[config.mk]
export PLATFORM = sky130hd
export DESIGN_NAME = mem_stage
export DESIGN_NICKNAME = d
export VERILOG_FILES = /design/src/rtl/mem_stage.sv
export SDC_FILE = /design/constraint.sdc
export NUM_CORES = 1
export LEC_CHECK = 0
export ABC_AREA = 1
export CAP_MARGIN = 20
export CORE_UTILIZATION = 48
export DETAILED_ROUTE_END_ITERATION = 6
export PLACE_DENSITY = 0.86
export SLEW_MARGIN = 20
export SYNTH_ARGS = -nofsm -noshare
export SYNTH_HDL_FRONTEND = slang
export SYNTH_SLANG_ARGS = --single-unit
export TNS_END_PERCENT = 20
[constraint.sdc]
create_clock -name clk -period 3.52 [get_ports clk]
set_clock_uncertainty 0.15 [all_clocks]
set_input_delay 0.528 -clock clk [delete_from_list [all_inputs] [get_ports clk]]
set_output_delay 0.528 -clock clk [all_outputs]
set_load 0.005 [all_outputs]
[src/rtl/mem_stage.sv]
// Memory-access stage: registers execute-stage buses, tracks the data-SRAM read response,
// aligns/extends load data and drives write-back, forwarding and HI/LO buses.
module mem_stage #(
  parameter int unsigned STALL_W  = 6,
  parameter int unsigned MEM_IN_W = 76
) (
  input  logic                clk,
  input  logic                rst,
  input  logic [STALL_W-1:0]  stall,
  input  logic [MEM_IN_W-1:0] ex_to_mem_bus,
  input  logic [4:0]          ex_load_bus,
  input  logic [3:0]          ex_data_ram_sel,
  input  logic [65:0]         ex_hi_lo_bus,
  input  logic [31:0]         data_sram_rdata,
  input  logic                data_sram_data_ok,
  output logic [69:0]         mem_to_wb_bus,
  output logic [37:0]         mem_to_rf_bus,
  output logic [65:0]         mem_hi_lo_bus,
  output logic                mem_load_pending,
  output logic                stallreq_for_mem
);

  logic [MEM_IN_W-1:0] ex_bus_r;
  logic [4:0]          load_bus_r;
  logic [3:0]          sel_r;
  logic [65:0]         hi_lo_r;
  logic [31:0]         rdata_buf;
  logic                got_data;

  logic capture, bubble;
  assign capture = ~stall[3];
  assign bubble  = stall[3] & ~stall[4];

  always_ff @(posedge clk) begin
    if (rst || bubble) begin
      ex_bus_r   <= '0;
      load_bus_r <= '0;
      sel_r      <= '0;
      hi_lo_r    <= '0;
    end else if (capture) begin
      ex_bus_r   <= ex_to_mem_bus;
      load_bus_r <= ex_load_bus;
      sel_r      <= ex_data_ram_sel;
      hi_lo_r    <= ex_hi_lo_bus;
    end
  end

  logic [31:0] pc_r, ex_result_r;
  logic        ram_en_r, sel_rf_res_r, rf_we_r;
  logic [3:0]  ram_wen_r;
  logic [4:0]  rf_waddr_r;

  assign pc_r         = ex_bus_r[75:44];
  assign ram_en_r     = ex_bus_r[43];
  assign ram_wen_r    = ex_bus_r[42:39];
  assign sel_rf_res_r = ex_bus_r[38];
  assign rf_we_r      = ex_bus_r[37];
  assign rf_waddr_r   = ex_bus_r[36:32];
  assign ex_result_r  = ex_bus_r[31:0];

  logic is_load, ready;
  assign is_load = ram_en_r & (ram_wen_r == 4'b0000) & (|load_bus_r);

  // Hold the response so a downstream stall does not lose it once the SRAM moves on.
  always_ff @(posedge clk) begin
    if (rst || capture || bubble) begin
      rdata_buf <= '0;
      got_data  <= 1'b0;
    end else if (is_load && data_sram_data_ok && !got_data) begin
      rdata_buf <= data_sram_rdata;
      got_data  <= 1'b1;
    end
  end

  logic [31:0] raw;
  assign raw   = got_data ? rdata_buf : data_sram_rdata;
  assign ready = ~is_load | got_data | data_sram_data_ok;

  logic [7:0]  byte_v;
  logic [15:0] half_v;
  logic        byte_ok, half_ok;
  logic [31:0] load_data;

  always_comb begin
    byte_v  = 8'h00;
    byte_ok = 1'b1;
    unique case (sel_r)
      4'b0001: byte_v = raw[7:0];
      4'b0010: byte_v = raw[15:8];
      4'b0100: byte_v = raw[23:16];
      4'b1000: byte_v = raw[31:24];
      default: byte_ok = 1'b0;
    endcase
    half_v  = 16'h0000;
    half_ok = 1'b1;
    unique case (sel_r)
      4'b0011: half_v = raw[15:0];
      4'b1100: half_v = raw[31:16];
      default: half_ok = 1'b0;
    endcase
    load_data = '0;
    case (load_bus_r)
      5'b10000: if (byte_ok) load_data = {{24{byte_v[7]}}, byte_v};
      5'b01000: if (byte_ok) load_data = {24'h0, byte_v};
      5'b00100: if (half_ok) load_data = {{16{half_v[15]}}, half_v};
      5'b00010: if (half_ok) load_data = {16'h0, half_v};
      5'b00001: load_data = raw;
      default:  load_data = '0;
    endcase
  end

  logic [31:0] rf_wdata;
  logic        wb_we;
  assign rf_wdata = sel_rf_res_r ? load_data : ex_result_r;
  assign wb_we    = rf_we_r & ready;

  // Outputs are forced low while rst is high so nothing stale leaks during reset.
  assign mem_to_wb_bus    = rst ? '0 : {pc_r, wb_we, rf_waddr_r, rf_wdata};
  assign mem_to_rf_bus    = rst ? '0 : {wb_we, rf_waddr_r, rf_wdata};
  assign mem_hi_lo_bus    = rst ? '0 : hi_lo_r;
  assign mem_load_pending = ~rst & is_load & ~ready;
  assign stallreq_for_mem = ~rst & is_load & ~ready;

  logic unused_stall;
  assign unused_stall = ^{stall[STALL_W-1:5], stall[2:0]};

endmodule
==> results.ini, run 1 <==
[synthesis]
synth_top_area_share_pct=37.9
syn_area_mm2=0.00972
synth_warnings=0
synth-seq-cells=184
synthCells=1508
seq_area_frac_synth_pct=37.9
synth-compound-area-share_pct=19.1
yosys.area_share.adder_pct=0
synth_top_family_by_area=simple AND/OR/NAND/NOR gates
yosysTopAreaCell=dfxtp_1
synthXorXnorAreaFrac_pct=0
yosys-top-cells-area=dfxtp_1 (38%), nand2_1 (18%), a21oi_1 (11%)
ys_types=29
synth_mux_area_share_pct=0
synth.avg_cell_area_um2=6.44
synth-simple-area-share_pct=27.8
synthesis.nets=1700

[place]
place.gp.congestion=0.947
dpl.hpwl_mm=21.9
port_buffers=363
place_area_mm2=0.0130

[sta]
period_share_pct=95.9
setup_viol=0
hold_violations=0
fmax_mhz=296
worstMarginPinSlew_ns=0.717
period_needed_ns=3.38
drv_slew=0
max-slew-margin-rel_pct=52.2
rsz0062_at_grt=no
fin_tns_setup_ns=0

[power]
power_density_mw_per_mm2=361
power.leakage_nw=5.36
peakVddDrop_mv=0.323
power_mw=4.97

[clocking]
clk_path_buf_depth=2
cts_root_buffer=clkbuf_16
clock-sinks=184
cts.clk_slew.worst_paths_ns=0.08
clk_latency_ns=0.43
cts_tree=yes
cts_buffers=17
cts_max_level=4

[die]
coreArea_mm2=0.0197
ioPinCount=368
fp-row-count=51
die_w_um=144
start_util_pct=49.4
die_area_mm2=0.0208
die_h_um=144

[worst_hold_path]
holdCritStartpoint=rdata_buf[29]
hp-class=register to register

[global_routing]
grt_antenna_before_repair=3
grt_pass1_wl_mm=47.0
gr-total-overflow=0
grt_max_degree=152
grt_use_total_pct=29.0
first_global_vias=9538

[critical_path]
crit_arrival_ns=2.70
reg2reg_from=got_data
worstSetupStartpoint=data_sram_rdata[8]
end_kind=output port
critPathLaunchType=primary input
path_max_fanout=2
crit_required_ns=2.84
criticalPathCategory=primary input to output port

[route]
drt_iter0_drc=645
first_pass_iters=5
drc=0
drt-total-wl_mm=31.1
wl_per_cell_um=15.1
routed-via-count=10300
via_per_inst=5.00
ant_nets=0

[cells_and_area]
drive_gt1_share_pct=7.75
fillerInstances=1663
final_area_mm2=0.0138
fin_util_pct=70.0
diodes=0
nets=1972
final_cell_mix=nand2_1 (469), clkdlybuf4s50_1 (358), a21oi_1 (215), dfxtp_1 (183), inv_1 (171)
area_delta_synth_final_pct=41.7
final_common_cell=nand2_1

[run]
maxCapViolCount=0

[status]
status=finished, final reports clean

logic make-up (layout without fill, tap and decap cells):
kind of cell | count (synthesis) | in the layout
buf+inv | 312 | 597
compound gates | 343 | 343
simple gates | 669 | 669
flops | 184 | 184
routing by layer:
metal	GRT usage, %	vias up	part of all wire [%]
li1	-	5173	-
met1	31.5	4672	38
met2	52.1	381	51
met3	9.47	54	8.0
met4	10.7	4	2.8
met5	0	-	0.087
flip-flops by register name (all words and copies together), names as in the netlist:
signal	cells
got_data	1
ex_bus_r	76
rdata_buf	32
sel_r	4
hi_lo_r	66
load_bus_r	5
cells in the mapped netlist, drive strengths merged:
cell,count
inv,178
o21a,3
nand3b,1
a21oi,247
clkbuf,44
o22ai,7
o21ai,85
nand2,494
a211oi,1
nand4,8
buf,90
nand3,13
nor3,2
dfxtp,184
nor2,151
worst max-delay path: stages:
cell and delay, ns:
clkdlybuf4s50_1 0.49, inv_1 0.05, o21ai_0 0.27, inv_1 0.12
nor2_1 0.11, a21oi_1 0.08, nand2_1 0.09, nand2_1 0.05
a21oi_1 0.31, clkdlybuf4s50_1 0.59
stage by stage:
stage | cells | setup slack, ns | hold WS [ns]
6_report | 2058 | 0.143 | 0.301
5_1_grt | 2058 | 0.00940 | 0.316
4_1_cts | 2050 | 0.0669 | 0.303
3_5_place_dp | 2018 | 0.190 | 0.292
3_3_place_gp | 2018 | 0.186 | 0.282
2_1_floorplan | 1508 | 1.36 | 0.273
power by group:
group          switching, mW  internal [mW]  leakage (nW)
logic                  0.403          0.410          3.56
clock network          0.919           1.03         0.289
registers             0.0471           2.16          1.50
total                   1.37           3.60          5.36
path summary, 6_finish.rpt:
kind | endpoint | slack [ns] | depth (start not counted)
setup reg to reg | rdata_buf[17] | 0.82 | 8
hold reg to reg | rdata_buf[29] | 0.30 | 2
hold / removal | rdata_buf[29] | 0.30 | 2
setup / recovery | mem_to_rf_bus[8] | 0.14 | 10
layout make-up:
cell class / count / area (µm²) / share of cell area [%]
Clock inverter: 14 / 155 / 1.13
Tap cell: 265 / 332 / 2.41
Clock buffer: 18 / 439 / 3.19
Sequential cell: 184 / 3690 / 26.8
Inverter: 178 / 673 / 4.89
Timing Repair Buffer: 387 / 3900 / 28.3
Multi-Input combinational cell: 1012 / 4580 / 33.3
repair_timing:
item	4_1_cts	5_1_grt
setup endpoints to repair	7	49
resized for setup	4	9
setup buffers	0	6
hold buffers	0	0
gates cloned	0	2
pin swaps	0	2
No activity file was read; power rests on OpenSTA's default activity.
==> run 2, diff against run 1 <==
--- a/config.mk
+++ b/config.mk
@@ -7,9 +7,11 @@
 export LEC_CHECK = 0
 export ABC_AREA = 1
 export CAP_MARGIN = 20
-export CORE_UTILIZATION = 48
+export CORE_AREA = 2 2 141 143
 export DETAILED_ROUTE_END_ITERATION = 6
-export PLACE_DENSITY = 0.86
+export DIE_AREA = 0 0 143 145
+export DONT_BUFFER_PORTS = 1
+export PLACE_DENSITY = 0.66
 export SLEW_MARGIN = 20
 export SYNTH_ARGS = -nofsm -noshare
 export SYNTH_HDL_FRONTEND = slang
==> results.ini, run 2 (same netlist as run 1, synthesis figures left out) <==
[global_routing]
first_global_vias=8059
grt_antenna_before_repair=1
gr-usage-met2_pct=43.9
grt_max_degree=154
gr-total-overflow=0
use_met3_pct=7.03
grt.busiest_layer=met2
grt_pass1_wl_mm=43.0
grt_use_total_pct=26.1
met1_usage_pct=32.2

[cells_and_area]
largest-register=ex_bus_r
nets=1593
largest_register_ffs=76
final_cell_mix=nand2_1 (469), a21oi_1 (217), dfxtp_1 (184), inv_1 (171), nor2_1 (140)
top_regs=ex_bus_r: 76 flops, hi_lo_r: 66 flops, rdata_buf: 32 flops
final_common_cell=nand2_1
final_area_mm2=0.00995
drive_gt1_share_pct=8.28
fillerInstances=2008
final_cells=1679
area_delta_synth_final_pct=2.39

[clocking]
cts_max_level=4
post_cts_resize_count=0
post_cts_buffers=0
cts.clk_slew.worst_paths_ns=0.09
clock-sinks=184
clk_path_buf_depth=2
cts_hold_buf=0
cts_root_buffer=clkbuf_16
clk_latency_ns=0.42
cts_buffers=17
cts_tree=yes

[die]
ioPinCount=368
die_area_mm2=0.0207
coreArea_mm2=0.0192
die_h_um=145
start_util_pct=50.6
die_w_um=143
fp-row-count=51

[critical_path]
max_stage_delay_ns=0.58
path_cells=inv_2 -> o21ai_0 -> nand2_1 -> o21ai_0 -> o21ai_0 -> a21oi_1
crit_slowest_cell=o21ai_0
criticalPathCategory=register to output port
reg2reg_from=got_data
timing.rr.end=rdata_buf[7]
path_max_fanout=21
cpLargestDelayFamily=compound AO/OA/AOI/OAI gates
crit_required_ns=2.84
crit_arrival_ns=2.58
worst-path-buf-inv=1
critPathLaunchType=register
end_kind=output port
regToRegSetupSlack_ns=1.25
crit_top_cell=o21ai_0
r2r_cells=7

[status]
status=finished, final reports clean

[route]
first_pass_iters=5
drc=0
via_per_inst=5.18
routed-via-count=8703
ant_nets=0
drt-total-wl_mm=27.6
wl_per_cell_um=16.4
drt_iter0_drc=602

[place]
dpl.hpwl_mm=18.9
port_buffers=0
place_inst=1647
place.gp.congestion=0.915
place_area_mm2=0.00934

[sta]
rsz0062_at_grt=no
hold_violations=0
fmax_mhz=307
whs_ns=0.0736
drv_slew=0
max-slew-margin-rel_pct=49.4
period_needed_ns=3.26
worstMarginPinSlew_ns=0.752
setup_viol=0
fin_tns_setup_ns=0
period_share_pct=92.7

[worst_hold_path]
min_path_cells=2
hp-class=primary input to register
min_to=hi_lo_r[39]
holdCritStartpoint=ex_hi_lo_bus[39]

[power]
power_mw=4.61
peakVddDrop_mv=0.317
power.leakage_nw=3.87
power_density_mw_per_mm2=463

[run]
maxCapViolCount=0

==> run 2: changes by cell type in the layout (fill, tap and decap cells not counted), sizes merged <==
cell / before / now
clkdlybuf4s50: 358 / 0
inv: 187 / 186
dlymetal6s2s: 3 / 0
buf: 24 / 8
clkbuf: 20 / 17
clkinv: 2 / 5
diode: 0 / 1
clkinvlp: 2 / 0
==> run 2: final cells by class <==
cell class | instances | area (µm²) | area share (%)
Inverter | 178 | 671 | 6.74
Clock inverter | 14 | 179 | 1.80
Tap cell | 265 | 332 | 3.33
Sequential cell | 184 | 3680 | 37.0
Timing Repair Buffer | 8 | 97.6 | 0.981
Clock buffer | 17 | 425 | 4.28
Multi-Input combinational cell | 1012 | 4560 | 45.8
Antenna cell | 1 | 2.50 | 0.0251
==> run 2: report_power, final <==
part | leakage (nW) | internal, mW | switching (mW) | total, mW
Clock | 0.296 | 1.02 | 0.954 | 1.98
Combinational | 2.08 | 0.126 | 0.291 | 0.417
Sequential | 1.50 | 2.16 | 0.0469 | 2.21
Total | 3.87 | 3.31 | 1.29 | 4.61
==> run 2: through the flow <==
stage          util [%]  setup WS [ns]
2_1_floorplan         -           1.36
4_1_cts            51.8          0.323
3_5_place_dp       48.6          0.799
5_1_grt            51.8         0.0916
6_report           51.8          0.259
3_3_place_gp       48.6          0.805
==> run 2: how the worst max path moves through the flow <==
stage	startpoint	endpoint	slack, ns	depth (start not counted)
final	got_data	mem_to_wb_bus[1]	0.26	6
after global routing	got_data	mem_to_rf_bus[1]	0.09	6
after CTS	got_data	mem_to_wb_bus[1]	0.32	6
after detailed placement	got_data	mem_to_wb_bus[1]	0.80	6
after global placement	got_data	mem_to_wb_bus[1]	0.81	6
after floorplan	data_sram_rdata[23]	mem_to_wb_bus[22]	1.36	12
==> run 2: routing by layer <==
layer / part of all wire (%) / wire (µm)
met1: 41 / 11300
met2: 50 / 13700
met3: 6.9 / 1910
met4: 2.4 / 672
met5: 0 / 0
==> run 3, diff against run 2 <==
--- a/config.mk
+++ b/config.mk
@@ -11,6 +11,7 @@
 export DETAILED_ROUTE_END_ITERATION = 6
 export DIE_AREA = 0 0 143 145
 export DONT_BUFFER_PORTS = 1
+export MAX_ROUTING_LAYER = met4
 export PLACE_DENSITY = 0.66
 export SLEW_MARGIN = 20
 export SYNTH_ARGS = -nofsm -noshare
==> results.ini, run 3 (same netlist as run 1, synthesis figures left out) <==
[clocking]
post_cts_resize_count=0
clk_latency_ns=0.44
cts_tree=yes
clk_path_buf_depth=2
cts.clk_slew.worst_paths_ns=0.08
cts_max_level=4
cts_root_buffer=clkbuf_16
cts_buffers=17
cts_hold_buf=0
clock-sinks=184
post_cts_buffers=0

[critical_path]
path_cells=inv_2 -> o21ai_0 -> nand2_1 -> o21ai_0 -> o21ai_0 -> a21oi_1
worst-path-buf-inv=1
end_kind=output port
crit_top_cell=o21ai_0
crit_required_ns=2.84
criticalPathCategory=register to output port
cp-endpoint=mem_to_rf_bus[6]
reg2reg_from=got_data
r2r_cells=7
timing.rr.end=rdata_buf[7]
path_max_fanout=21
critPathLaunchType=register
regToRegSetupSlack_ns=1.27
cp_num_cells=6
crit_slowest_cell=o21ai_0
worstSetupStartpoint=got_data
crit_arrival_ns=2.47
max_stage_delay_ns=0.57
cpLargestDelayFamily=compound AO/OA/AOI/OAI gates

[die]
fp-row-count=51
die_h_um=145
die_area_mm2=0.0207
coreArea_mm2=0.0192
die_w_um=143
start_util_pct=50.6
ioPinCount=368

[place]
place_inst=1647
place.gp.congestion=0.931
port_buffers=0
place_area_mm2=0.00934
dpl_worst_slack_ns=0.857
dpl.hpwl_mm=18.9

[worst_hold_path]
hp-class=primary input to register

[global_routing]
gr-total-overflow=0
grt_max_degree=154
gr-usage-met2_pct=44.0
first_global_vias=8172
use_met3_pct=6.37
grt.busiest_layer=met2
grt_use_total_pct=27.0
met1_usage_pct=32.2
grt_antenna_before_repair=0
grt_pass1_wl_mm=43.1

[cells_and_area]
fillerInstances=1984
largest_register_ffs=76
top_regs=ex_bus_r: 76 flops, hi_lo_r: 66 flops, rdata_buf: 32 flops
final_cell_mix=nand2_1 (469), a21oi_1 (217), dfxtp_1 (184), inv_1 (171), nor2_1 (140)
largest-register=ex_bus_r
register_area_mm2=0.00368
final_area_mm2=0.00993
multi_input_area_mm2=0.00456
drive_gt1_share_pct=8.35
final_cells=1679
final_common_cell=nand2_1
area_delta_synth_final_pct=2.14
nets=1593
diodes=0

[status]
status=finished, final reports clean

[route]
routed-via-count=8799
drt-total-wl_mm=27.8
via_per_inst=5.24
first_pass_iters=6
wl_per_cell_um=16.6
ant_nets=0
drc=0
drt_iter0_drc=722

[sta]
worstMarginPinSlew_ns=0.764
setup_ws_ns=0.374
fin_tns_setup_ns=0
fmax_mhz=318
hold_violations=0
whs_ns=0.0699
max-slew-margin-rel_pct=49.0
period_needed_ns=3.15
rsz0062_at_grt=no
drv_slew=0
period_share_pct=89.4
setup_viol=0

[power]
peakVddDrop_mv=0.325
p_clk_share_pct=42.0
switching_power_mw=1.29
switching_share_pct=28.5
p_comb_share_pct=9.2
pwr-share-seq_pct=48.8
power.leakage_nw=3.87
internal_power_mw=3.24
power_density_mw_per_mm2=457

[run]
maxCapViolCount=0

run 3: stage by stage:
stage / total power [mW] / utilization (%)
after floorplan: 2.64 / -
after global placement: 2.67 / 48.6
after detailed placement: 2.68 / 48.6
after CTS: 4.58 / 51.7
after global routing: 4.73 / 51.7
final: 4.53 / 51.7
run 3: final cells by class:
| cell class | count | share of cell area (%) |
|---|---|---|
| clock buffers | 17 | 4.29 |
| clock inverters | 15 | 1.58 |
| inverters | 178 | 6.76 |
| multi-input cells | 1012 | 45.9 |
| flip-flops and latches | 184 | 37.1 |
| well taps | 265 | 3.34 |
| repair buffers | 8 | 0.983 |
run 3: routing by layer:
metal | wire, µm | part of all wire (%)
met1 | 11400 | 41
met2 | 13500 | 49
met3 | 1930 | 6.9
met4 | 998 | 3.6
met5 | 0 | 0
run 3: how the worst min path moves through the flow:
stage | start | to | slack (ns) | cells past startpoint
3_3_place_gp | rdata_buf[29] | rdata_buf[29] | 0.28 | 2
3_5_place_dp | rdata_buf[26] | rdata_buf[26] | 0.29 | 2
2_1_floorplan | rdata_buf[24] | rdata_buf[24] | 0.27 | 2
6_report | ex_hi_lo_bus[1] | hi_lo_r[1] | 0.07 | 2
5_1_grt | ex_hi_lo_bus[50] | hi_lo_r[50] | 0.05 | 2
4_1_cts | ex_hi_lo_bus[52] | hi_lo_r[52] | 0.05 | 2
run 3: power groups by stage:
stage | combinational, mW | sequential, mW | clock, mW
floorplan | 0.398 | 2.24 | 0
global placement | 0.411 | 2.26 | 0
detailed placement | 0.417 | 2.26 | 0
CTS | 0.417 | 2.21 | 1.95
global route | 0.474 | 2.22 | 2.03
finish | 0.415 | 2.21 | 1.90
